--- src/rtl/pipe_stage_reg.sv ---
// pipe_stage_reg: generic inter-stage pipeline register for the 5-stage MIPS core.
// Carries valid, instruction, PC, destination GPR, RegWrite and an opaque payload,
// with stall (hold) and flush (bubble) controls. The hazard-unit Tnew field is aged
// by a saturating decrement on every advance.
// Optional feature macro: PIPE_REG_KEEP_PC_EN -- when defined, a flush keeps pc_in
// in the bubble instead of loading PC_RST, so the bubble can still report its PC.
module pipe_stage_reg #(
    parameter int unsigned DATA_W   = 64,
    parameter int unsigned TNEW_W   = 2,
    parameter int unsigned TNEW_DEC = 1,
    parameter logic [31:0] PC_RST   = 32'h3000
) (
    input  logic              clk,
    input  logic              reset,
    input  logic              stall,
    input  logic              flush,
    input  logic              valid_in,
    input  logic [DATA_W-1:0] data_in,
    input  logic [31:0]       instr_in,
    input  logic [31:0]       pc_in,
    input  logic [4:0]        wreg_in,
    input  logic              regwrite_in,
    input  logic [TNEW_W-1:0] tnew_in,
    output logic              valid_out,
    output logic [DATA_W-1:0] data_out,
    output logic [31:0]       instr_out,
    output logic [31:0]       pc_out,
    output logic [4:0]        wreg_out,
    output logic              regwrite_out,
    output logic [TNEW_W-1:0] tnew_out,
    output logic              tnew_zero
);

    logic              valid_q,    valid_d;
    logic [DATA_W-1:0] data_q,     data_d;
    logic [31:0]       instr_q,    instr_d;
    logic [31:0]       pc_q,       pc_d;
    logic [4:0]        wreg_q,     wreg_d;
    logic              regwrite_q, regwrite_d;
    logic [TNEW_W-1:0] tnew_q,     tnew_d;

    logic [31:0]       tnewWide;
    logic [TNEW_W-1:0] tnewAged;
    logic [31:0]       bubblePc;

    // Tnew is compared at 32 bits so a decrement larger than the field still saturates at 0.
    always_comb begin
        tnewWide = 32'(tnew_in);
        tnewAged = '0;
        if (tnewWide > TNEW_DEC) begin
            tnewAged = TNEW_W'(tnewWide - TNEW_DEC);
        end
    end

`ifdef PIPE_REG_KEEP_PC_EN
    // The bubble keeps the upstream PC for later EPC / delay-slot reporting.
    assign bubblePc = pc_in;
`else
    // The bubble looks exactly like the reset state, PC included.
    assign bubblePc = PC_RST;
`endif

    // Next-state selection: flush beats stall, stall beats load; reset is applied in the flop.
    always_comb begin
        valid_d    = valid_q;
        data_d     = data_q;
        instr_d    = instr_q;
        pc_d       = pc_q;
        wreg_d     = wreg_q;
        regwrite_d = regwrite_q;
        tnew_d     = tnew_q;
        if (flush) begin
            valid_d    = 1'b0;
            data_d     = '0;
            instr_d    = '0;
            pc_d       = bubblePc;
            wreg_d     = '0;
            regwrite_d = 1'b0;
            tnew_d     = '0;
        end else if (!stall) begin
            valid_d    = valid_in;
            data_d     = data_in;
            instr_d    = instr_in;
            pc_d       = pc_in;
            wreg_d     = valid_in ? wreg_in : 5'd0;
            regwrite_d = valid_in & regwrite_in;
            tnew_d     = tnewAged;
        end
    end

    // State registers with synchronous active-low reset taking priority over everything.
    always_ff @(posedge clk) begin
        if (!reset) begin
            valid_q    <= 1'b0;
            data_q     <= '0;
            instr_q    <= '0;
            pc_q       <= PC_RST;
            wreg_q     <= '0;
            regwrite_q <= 1'b0;
            tnew_q     <= '0;
        end else begin
            valid_q    <= valid_d;
            data_q     <= data_d;
            instr_q    <= instr_d;
            pc_q       <= pc_d;
            wreg_q     <= wreg_d;
            regwrite_q <= regwrite_d;
            tnew_q     <= tnew_d;
        end
    end

    assign valid_out    = valid_q;
    assign data_out     = data_q;
    assign instr_out    = instr_q;
    assign pc_out       = pc_q;
    assign wreg_out     = wreg_q;
    assign regwrite_out = regwrite_q;
    assign tnew_out     = tnew_q;
    assign tnew_zero    = (tnew_q == '0);

endmodule

--- config.mk ---
export PLATFORM = sky130hd
export DESIGN_NAME = pipe_stage_reg
export DESIGN_NICKNAME = d
export VERILOG_FILES = /design/src/rtl/pipe_stage_reg.sv
export SDC_FILE = /design/constraint.sdc
export NUM_CORES = 1
export LEC_CHECK = 0
export BUFFER_PORTS_ARGS = -buffer_cell sky130_fd_sc_hd__buf_2
export CORE_ASPECT_RATIO = 0.6
export CORE_MARGIN = 5
export CORE_UTILIZATION = 40
export CTS_BUF_LIST = sky130_fd_sc_hd__clkbuf_16
export DETAILED_ROUTE_END_ITERATION = 8
export PLACE_DENSITY = 0.84
export SYNTH_ARGS = -nofsm -noshare
export SYNTH_HDL_FRONTEND = slang
export SYNTH_SLANG_ARGS = --single-unit
--- constraint.sdc ---
create_clock -name clk -period 0.9 [get_ports clk]
set_input_delay 0.18 -clock clk [delete_from_list [all_inputs] [get_ports clk]]
set_output_delay 0.18 -clock clk [all_outputs]
set_load 0.02 [all_outputs]
After elaboration in Yosys (flattened, before gate mapping)
Index checks and enable logic that the tools add are counted.
W data, S select, Z words.
{"block": "totals", "output_inout_bits": 138, "reg_bits": 137, "input_bits": 141}
{"block": "classes", "n_addsub": 1, "muxes": 2, "n_reduce_logical": 2, "n_lt_le_gt_ge": 1, "n_bitwise": 2}
{"operator": "$mux W5", "count": 1}
{"operator": "$gt A2 B1 Y1 const B", "count": 1}
{"operator": "$logic_not A2 Y1", "count": 1}
{"operator": "$mux W2", "count": 1}
{"operator": "$reduce_or A2 Y1", "count": 1}
{"operator": "$sub A2 B1 Y2 const B", "count": 1}
{"operator": "$and A1 B1 Y1", "count": 1}
{"operator": "$not A1 Y1", "count": 1}

Logic depth before layout (Yosys ltp)
Gate-level depths: netlist (run 1).
{"block": "depth", "ltp_word": 2, "ltp_mapped": 4, "ltp_nobuf": 2}

Worst setup path before layout (run 1)
OpenSTA, ideal clock, no wires.
{"block": "synth_timing", "kind": "register to output", "start": "register tnew_q[1], in the netlist tnew_out[1]", "end": "output port tnew_zero", "path_buffers": 0, "stages_incl_launch_ff": 2, "path_slack_ps": 32, "arrival_time_ps": 688, "path_cell_list": "dfxtp_1 > nor2_1"}
{"block": "synth_via", "elab_chain_len": 1}
{"item": "start: declaration", "line_no": "40", "text": "logic [TNEW_W-1:0] tnew_q, tnew_d;"}
{"item": "start signal: assignment", "line_no": "108", "text": "tnew_q <= tnew_d;"}
{"item": "$logic_not A2 Y1", "line_no": "119", "text": "assign tnew_zero = (tnew_q == '0);"}
{"item": "end: declaration", "line_no": "31", "text": "output logic tnew_zero"}
Every way passes these cells.

Worst setup path in the final report (run 1)
Ends and elaborated chain as after synthesis.

==> qor.txt, run 1 <==
Drt drc: 0
RSZ-0062 raised after global routing: true
Worst reg2reg path depth: 4
CTS Sinks: 137
Core region area: 12100 um2
Met1 Use GR: 24.03%
Worst Path Class, Setup: reg -> out
IO Count: 279
CP Max Fanout: 3
Vias: 4635
Failing checks: negative setup slack
Lkg Pwr: 4.237 nW
Syn Std Cell Area: 4971 um2
Pin count of the biggest net entering global routing: 46
Crit path required time: 720 ps
Worst setup margin: -240.5 ps
Max H-tree Level: 4
Max transition margin: 80.68%
Filler Cell Count: 781
Antenna violations before repair: 0
Number of global-route vias before repair: 4890
Hold_sp: instr_in[24]
Clk root buf: clkbuf_16
Cell Count, Final, Fillers Out: 972
Iteration-0 DRC Markers: 197
Die W: 153.9 um
Tightest Pin Transition: 289.8 ps
Worst Hold Depth: 3
Max Freq: 0.8768 GHz
Worst setup SP type: register
Dpl cells: 879
Row cnt: 31
Worst vdd ir: 1.162 mV
FF-to-FF setup slack: -10 ps
Slowest-stage cell, CP: dfxtp_2
#FFs+latches synth: 137
Final period util: 126.7%
Pre-antenna DRT Iters: 6
Worst hold path type: in -> reg
Most frequent cells in the layout: buf_2, buf_6, dfxtp_2, mux2i_1, nor2_1
Routed len/inst: 17.38 um
Total Nets Final: 936
Final HPWL DP: 9736 um
GP Congestion: 0.8316
Crit path DAT: 960 ps
DIE AREA: 14830 um2
Met2 Usage GRT: 38.85%
Power density over the cells: 1862 nW/um2
Final Util: 71.89%
Seq/Total Area, Yosys: 55.17%
Slew Limit Fails: 0
Layout cell share with drive strength beyond 1: 59.85%
Clock buffer depth: 2
Clock insertion delay at the later pin of the skew report: 400 ps
Syn Area/Cell: 11.00 um2
# setup viols final: 139
Status: finished, violations left
Routed WL: 16900 um
Critical Path End Type: output pin
Crit-path max cell delay: 330 ps
Syn Inst Count: 452
Clock slew seen by the registers of the worst setup and hold paths: 60 ps
CTS tree: built
Gr usage total: 21.68%
Global-route wire length before repair: 25670 um
Reg2reg start: data_out[57]
Syn nets: 593
Final hold vios: 0
GR peak layer: met2
Area grow syn2layout: 75.01%
Via/cell ratio: 4.769
Worst slack at placement: -119.5 ps
Commonest non-fill, non-tap cell in the layout: buf_2
# Max-Cap Violations: 0
Synth warnings: 0
ANT nets after route: 0
Die height: 96.35 um
N_diodes: 0
Final min period: 1141 ps
Hold Path End: instr_out[24]
Count of different cell masters after synthesis: 16
I/O Buffers: 278
GRT Residual Overflow: 0
R2R Path End: data_out[57]
Final Skew: 0 ps
Total clock buffers created by CTS: 17
Crit path cell chain: nor2_2 > buf_6
Met3 usage: 8.311%
Initial core utilization: 41.08%
critical path, delay by kind of cell, from the launching register on:
kind | cells | cell delay, ps
buffers and inverters | 1 | 120
flip-flops | 1 | 330
AND/OR/NAND/NOR | 1 | 110
Yosys cell counts:
| cell | n | area, um2 |
|---|---|---|
| buf_12 | 7 | 140.1 |
| a211o_1 | 2 | 17.52 |
| a21oi_1 | 8 | 40.04 |
| buf_2 | 15 | 75.07 |
| dfxtp_1 | 137 | 2743 |
| or3b_1 | 1 | 8.760 |
| nand2b_1 | 1 | 6.260 |
| clkbuf_1 | 1 | 3.750 |
| mux2i_1 | 127 | 1271 |
| buf_8 | 1 | 15.01 |
| nor2_1 | 128 | 480.5 |
| buf_4 | 1 | 7.510 |
| buf_6 | 6 | 67.56 |
| nand3b_1 | 7 | 52.55 |
| nor2b_1 | 2 | 12.51 |
| nand2_1 | 8 | 30.03 |
through the flow:
| step | cell area, um2 | power (mW) | TNS [ps] | hold WS (ps) |
|---|---|---|---|---|
| floorplan | 4971 | 7.458 | 0 | 323.9 |
| global placement | 6449 | 8.010 | -8231 | 406.1 |
| detailed placement | 6449 | 8.040 | -10260 | 416.8 |
| CTS | 8551 | 16.22 | -20740 | 0.2645 |
| global route | 8700 | 16.78 | -23720 | 7.488 |
| finish | 8700 | 16.20 | -18380 | 12.78 |
cells by family (layout without fill, tap and decap cells):
logic type / Yosys count / after routing / share of synthesized area (%)
buf+inv: 31 / 386 / 6.217
compound gates: 10 / 10 / 1.158
simple gates: 147 / 147 / 11.88
mux: 127 / 127 / 25.57
flops: 137 / 137 / 55.17
where the power goes:
group | switching [mW] | total [mW] | internal (mW)
Combinational | 0.930 | 2.02 | 1.09
Sequential | 0.154 | 6.46 | 6.30
Clock | 2.56 | 7.72 | 5.16
Total | 3.64 | 16.2 | 12.6
cell type report:
class / count / area [um2] / area share, %
multi-input cells: 284 / 1929 / 22.18
well taps: 165 / 206.4 / 2.373
clock inverters: 14 / 231.5 / 2.661
flip-flops and latches: 137 / 2914 / 33.50
clock buffers: 17 / 425.4 / 4.890
repair buffers: 355 / 2993 / 34.40
per-layer routing:
layer / share of wire, % / wire length, um
met1: 39 / 6532
met2: 51 / 8596
met3: 8.2 / 1381
met4: 2.3 / 386
met5: 0 / 0
registers in the layout, summed over array words and instances, names as in the netlist:
name          flops
pc_out           32
data_out         64
regwrite_out      1
valid_out         1
tnew_out          2
instr_out        32
wreg_out          5
what timing repair did:
item	4_1_cts	5_1_grt
hold endpoints to repair	39	0
buffers inserted	4	19
hold buffers	39	0
endpoints found under the setup margin	138	138
resized for setup	410	2
worst max path at each step:
stage                start            end  slack, ps  depth (start not counted)
2_1_floorplan  tnew_out[1]      tnew_zero         30                          1
3_3_place_gp         stall  instr_out[14]        -90                          4
3_5_place_dp         stall   data_out[15]       -120                          4
4_1_cts        tnew_out[1]      tnew_zero       -280                          2
5_1_grt        tnew_out[1]      tnew_zero       -290                          2
6_report       tnew_out[1]      tnew_zero       -240                          2
(Power assumes the default switching activity.)
==> run 2: changes to the inputs <==
==> constraint.sdc (replaced) <==
create_clock -name clk -period 0.9 [get_ports clk]
set_input_delay 0.09 -clock clk [delete_from_list [all_inputs] [get_ports clk]]
set_output_delay 0.09 -clock clk [all_outputs]
set_load 0.02 [all_outputs]
==> run 2 against run 1 <==
Maximum frequency increased by 7.3%. Routed wire length increased by 21%. The run ends with negative hold slack, negative setup slack left. Highest routed layer unchanged. Largest power group unchanged. Sequential cell count unchanged. Largest cell class unchanged. Register-to-register slack about the same. Critical path type unchanged. Count of clock-buffer cells in the layout unchanged.
==> qor.txt, run 2 (same netlist as run 1, synthesis figures left out) <==
IO Count: 279 (unchanged)
Commonest non-fill, non-tap cell in the layout: buf_2
Clock share of power: 45.6% (-2.1 points)
Hold Path End: tnew_out[1]
CTS tree: built
Max reg flops: 64 (unchanged)
Routed len/inst: 19.19 um (+10%)
Worst Hold Depth: 3 (unchanged)
Final HPWL DP: 9652 um (-0.86%)
Pin count of the biggest net entering global routing: 46 (unchanged)
Max transition margin: 81.88% (+1.2 points)
Tightest Pin Transition: 264.2 ps (-25.59 ps)
Gr usage total: 25.62% (+3.9 points)
Routed WL: 20420 um (+21%)
RSZ-0062 raised after global routing: true
Global-route wire length before repair: 29960 um (+17%)
CTS Sinks: 137 (unchanged)
Total clock buffers created by CTS: 17 (unchanged)
Layout cell share with drive strength beyond 1: 53.79% (-6.1 points)
# setup viols final: 139 (unchanged)
Crit path DAT: 970 ps (about the same)
Worst slack at placement: -46.66 ps (+72.83 ps)
Final period util: 118.1% (-8.6 points)
GP Congestion: 0.8294 (-0.26%)
Final min period: 1063 ps (-77.63 ps)
# Max-Cap Violations: 0 (unchanged)
Failing checks: negative hold slack, negative setup slack
Most frequent cells in the layout: buf_2, buf_6, dfxtp_2, dlygate4sd3_1, nor2_1
Max Freq: 0.9408 GHz (+7.3%)
Vias: 5214 (+12%)
DIE AREA: 14830 um2 (unchanged)
Lkg Pwr: 4.600 nW (+8.6%)
Quantity of hold-fixing buffers added after cts: 137 (+250%)
Worst reg2reg path depth: 4 (unchanged)
Die W: 153.9 um (unchanged)
Logic pwr share: 14.8% (+2.3 points)
Drt drc: 0 (unchanged)
CP Max Fanout: 3 (unchanged)
Crit path required time: 810 ps (+90 ps)
Setup_tns: -5846 ps (+12530 ps)
Total Nets Final: 1029 (+9.9%)
Final hold slack: -8.165 ps (-20.94 ps)
Worst Path Class, Setup: reg -> out
Antenna violations before repair: 1 (+1)
Max H-tree Level: 4 (unchanged)
NetSw: 3.795 mW (+4.2%)
Clk root buf: clkbuf_16
Flop pwr share: 39.6% (-0.3 points)
Status: finished, violations left
Initial core utilization: 41.08% (unchanged)
Final Skew: 0 ps (unchanged)
Dpl cells: 878 (-0.11%)
Worst setup SP type: register
Hold_sp: tnew_in[0]
ANT nets after route: 0 (unchanged)
Final hold vios: 2 (+2)
Critical Path End Type: output pin
Power density over the cells: 1697 nW/um2 (-8.8%)
Internal Dissipation: 12.55 mW (about the same)
Clock buffer depth: 2 (unchanged)
Row cnt: 31 (unchanged)
Worst hold path type: in -> reg
Clock insertion delay at the later pin of the skew report: 400 ps (about the same)
Slew Limit Fails: 0 (unchanged)
FF-to-FF setup slack: -20 ps (about the same)
Area grow syn2layout: 93.66%
Via/cell ratio: 4.900 (+2.8%)
Worst setup margin: -162.9 ps (+77.63 ps)
Reg2reg start: pc_out[23]
Number of global-route vias before repair: 5639 (+15%)
Core region area: 12100 um2 (unchanged)
Cell Count, Final, Fillers Out: 1064 (+9.5%)
Worst vdd ir: 1.254 mV (+7.9%)
Die height: 96.35 um (unchanged)
GRT Residual Overflow: 0 (unchanged)
Sw Ratio: 23.22% (+0.75 points)
Clock slew seen by the registers of the worst setup and hold paths: 50 ps (about the same)
Filler Cell Count: 640 (-18%)
Pre-antenna DRT Iters: 5 (-1)
I/O Buffers: 278 (unchanged)
R2R Path End: pc_out[23]
Iteration-0 DRC Markers: 262 (+33%)
Total power: 16.34 mW (+0.88%)
## run 2: area by class of cell
class	count	area [um2]	share of cell area, %
multi-input cells	284	1939	20.15
flip-flops and latches	137	2914	30.27
well taps	165	206.4	2.145
clock buffers	17	425.4	4.419
diodes	1	2.502	0.02599
clock inverters	12	202.7	2.106
repair buffers	448	3936	40.89
## run 2: what timing repair did
item                                    CTS  global route
endpoints found under the hold margin   136             1
resized for setup                       410             5
endpoints found under the setup margin  138           139
buffers inserted                          3            18
pin swaps                                 1             2
## run 2: through the flow
stage               instance area (um2)  utilization [%]
global route                       9627            79.55
CTS                                9488            78.40
finish                             9627            79.55
floorplan                          4971                -
detailed placement                 6441            53.23
global placement                   6441            53.23
## run 2: worst max-delay path, stage by stage (launching register included)
cell,delay [ps]
dfxtp_2,330
nor2_2,120
buf_6,130
## run 2: power by group through the flow
stage	Sequential (mW)	Combinational [mW]	Clock [mW]
2_1_floorplan	6.73	0.727	0
3_5_place_dp	6.49	1.55	0
3_3_place_gp	6.49	1.52	0
5_1_grt	6.49	2.56	7.81
4_1_cts	6.45	2.24	7.52
6_report	6.47	2.42	7.45
## run 2: metal layers
metal | track usage [%] | share of wire (%) | up-vias
li1 | - | - | 2376
met3 | 9.299 | 8.4 | 72
met2 | 46.47 | 51 | 281
met5 | 0 | 0 | -
met1 | 27.36 | 36 | 2485
met4 | 11.17 | 4.0 | 0
## run 2: how the worst max path moves through the flow
| stage | startpoint | end | slack [ps] | cells past startpoint |
|---|---|---|---|---|
| final | tnew_out[0] | tnew_zero | -160 | 2 |
| after global routing | tnew_out[0] | tnew_zero | -190 | 2 |
| after CTS | tnew_out[0] | tnew_zero | -170 | 2 |
| after detailed placement | stall | data_out[8] | -50 | 4 |
| after global placement | stall | pc_out[24] | -5 | 4 |
| after floorplan | tnew_out[1] | tnew_zero | 120 | 1 |
==> run 3: changes to the inputs <==
- CORE_UTILIZATION: 40 -> 45
- PLACE_DENSITY: 0.84 -> 0.82
- clock period: 0.9 -> 1.3 ns (I/O delays scaled with it)
==> run 3 against run 2 <==
The flow now finishes without violations. Sequential cell count is the same. Count of clock-buffer cells in the layout is the same. Cell count shrank 5.9%. First-iteration DRC count shrank 22%. Power shrank 33%. Via count shrank 7.6%.
==> qor.txt, run 3 (same netlist as run 1, synthesis figures left out) <==
Total Nets Final: 991 (-3.7%)
CTS resizes: 0 (-100%)
Worst slack at placement: 163.8 ps (+210.4 ps)
Number of global-route vias before repair: 5232 (-7.2%)
Crit path required time: 1170 ps (+360 ps)
Routed WL: 16330 um (-20%)
RSZ-0062 raised after global routing: false
Worst hold path type: in -> reg
FF-to-FF setup slack: 600 ps (+620 ps)
# setup viols final: 0 (-100%)
Setup_tns: 0 ps (+5846 ps)
Clock buffer depth: 2 (unchanged)
Lkg Pwr: 4.243 nW (-7.7%)
Max Freq: 0.9032 GHz
Layout cell share with drive strength beyond 1: 36.77% (-17 points)
Worst Path Class, Setup: reg -> out
Dpl cells: 849 (-3.3%)
Row cnt: 29 (-6.5%)
Slew Limit Fails: 0 (unchanged)
GRT Residual Overflow: 0 (unchanged)
Clk root buf: clkbuf_16
Final period util: 85.17%
# Max-Cap Violations: 0 (unchanged)
Initial core utilization: 46.60% (+5.5 points)
Area grow syn2layout: 65.54%
Total power: 10.94 mW (-33%)
Max transition margin: 81.81% (about the same)
Clock insertion delay at the later pin of the skew report: 390 ps (about the same)
Worst setup SP type: register
Final Util: 77.14% (-2.4 points)
Vias: 4819 (-7.6%)
Antenna violations before repair: 0 (-1)
CP Max Fanout: 3 (unchanged)
Tightest Pin Transition: 272.9 ps (+8.665 ps)
Core region area: 10670 um2 (-12%)
Max H-tree Level: 4 (unchanged)
Quantity of hold-fixing buffers added after cts: 121 (-12%)
Die W: 145.7 um (-5.4%)
Total clock buffers created by CTS: 17 (unchanged)
IO Count: 279 (unchanged)
Die height: 91.41 um (-5.1%)
Routed len/inst: 16.32 um (-15%)
Pin count of the biggest net entering global routing: 47 (+2.2%)
DIE AREA: 13320 um2 (-10%)
Worst vdd ir: 1.012 mV (-19%)
Final HPWL DP: 10370 um (+7.5%)
I/O Buffers: 278 (unchanged)
Drt drc: 0 (unchanged)
Postcts setup bufs: 0 (-3)
Status: complete, no violations
Via/cell ratio: 4.814 (-1.8%)
CTS tree: built
Final instance area: 8229 um2 (-15%)
Worst setup margin: 192.8 ps (+355.7 ps)
CTS Sinks: 137 (unchanged)
Crit-path max cell delay: 330 ps (about the same)
Final hold vios: 0 (-2)
N_diodes: 0 (-1)
Iteration-0 DRC Markers: 204 (-22%)
Commonest non-fill, non-tap cell in the layout: buf_2
Clock slew seen by the registers of the worst setup and hold paths: 60 ps (about the same)
Max reg flops: 64 (unchanged)
GP Congestion: 0.7818 (-5.7%)
Final min period: 1107 ps
Slowest-stage cell, CP: dfxtp_1
Crit path DAT: 980 ps (about the same)
ANT nets after route: 0 (unchanged)
Area after DPL: 6386 um2 (-0.85%)
Pre-antenna DRT Iters: 4 (-1)
Final hold slack: 7.791 ps (+15.96 ps)
Global-route wire length before repair: 26570 um (-11%)
Crit path cell chain: nor2_1 > buf_2
Cell Count, Final, Fillers Out: 1001 (-5.9%)
Most frequent cells in the layout: buf_2, dfxtp_1, nor2_1, mux2i_1, dlygate4sd3_1
Power density over the cells: 1329 nW/um2 (-22%)
Final Skew: 0 ps (unchanged)
Critical Path End Type: output pin
Gr usage total: 24.01% (-1.6 points)
## run 3: layer usage
layer | track usage, % | up-vias | part of all wire, %
met1 | 26.32 | 2259 | 39
met4 | 8.385 | 0 | 2.1
li1 | - | 2299 | -
met3 | 7.512 | 32 | 7.5
met2 | 44.05 | 229 | 52
met5 | 0 | - | 0
## run 3: area by class of cell
class	count	area (um2)
timing repair buffer	410	2754
multi-input combinational	284	1927
sequential	137	2743
tap	139	173.9
clock inverter	14	206.4
fill	655	2439
clock buffer	17	425.4
## run 3: where the power goes
part           leakage [nW]  switching [mW]  internal [mW]
registers              1.12          0.0766           4.34
clock network         0.307            1.75           3.38
logic                  2.82           0.664          0.726
total                  4.24            2.49           8.44
## run 3: critical path: cells and delay by family, from the launching register on
family / cells / cell delay [ps]
flops: 1 / 330
buf+inv: 1 / 160
simple gates: 1 / 90
## run 3: worst paths after layout
check	start	to	depth (start not counted)
setup / recovery	tnew_out[1]	tnew_zero	2
setup reg to reg	pc_out[12]	pc_out[12]	1
hold reg to reg	regwrite_out	regwrite_out	2
hold / removal	data_in[46]	data_out[46]	3
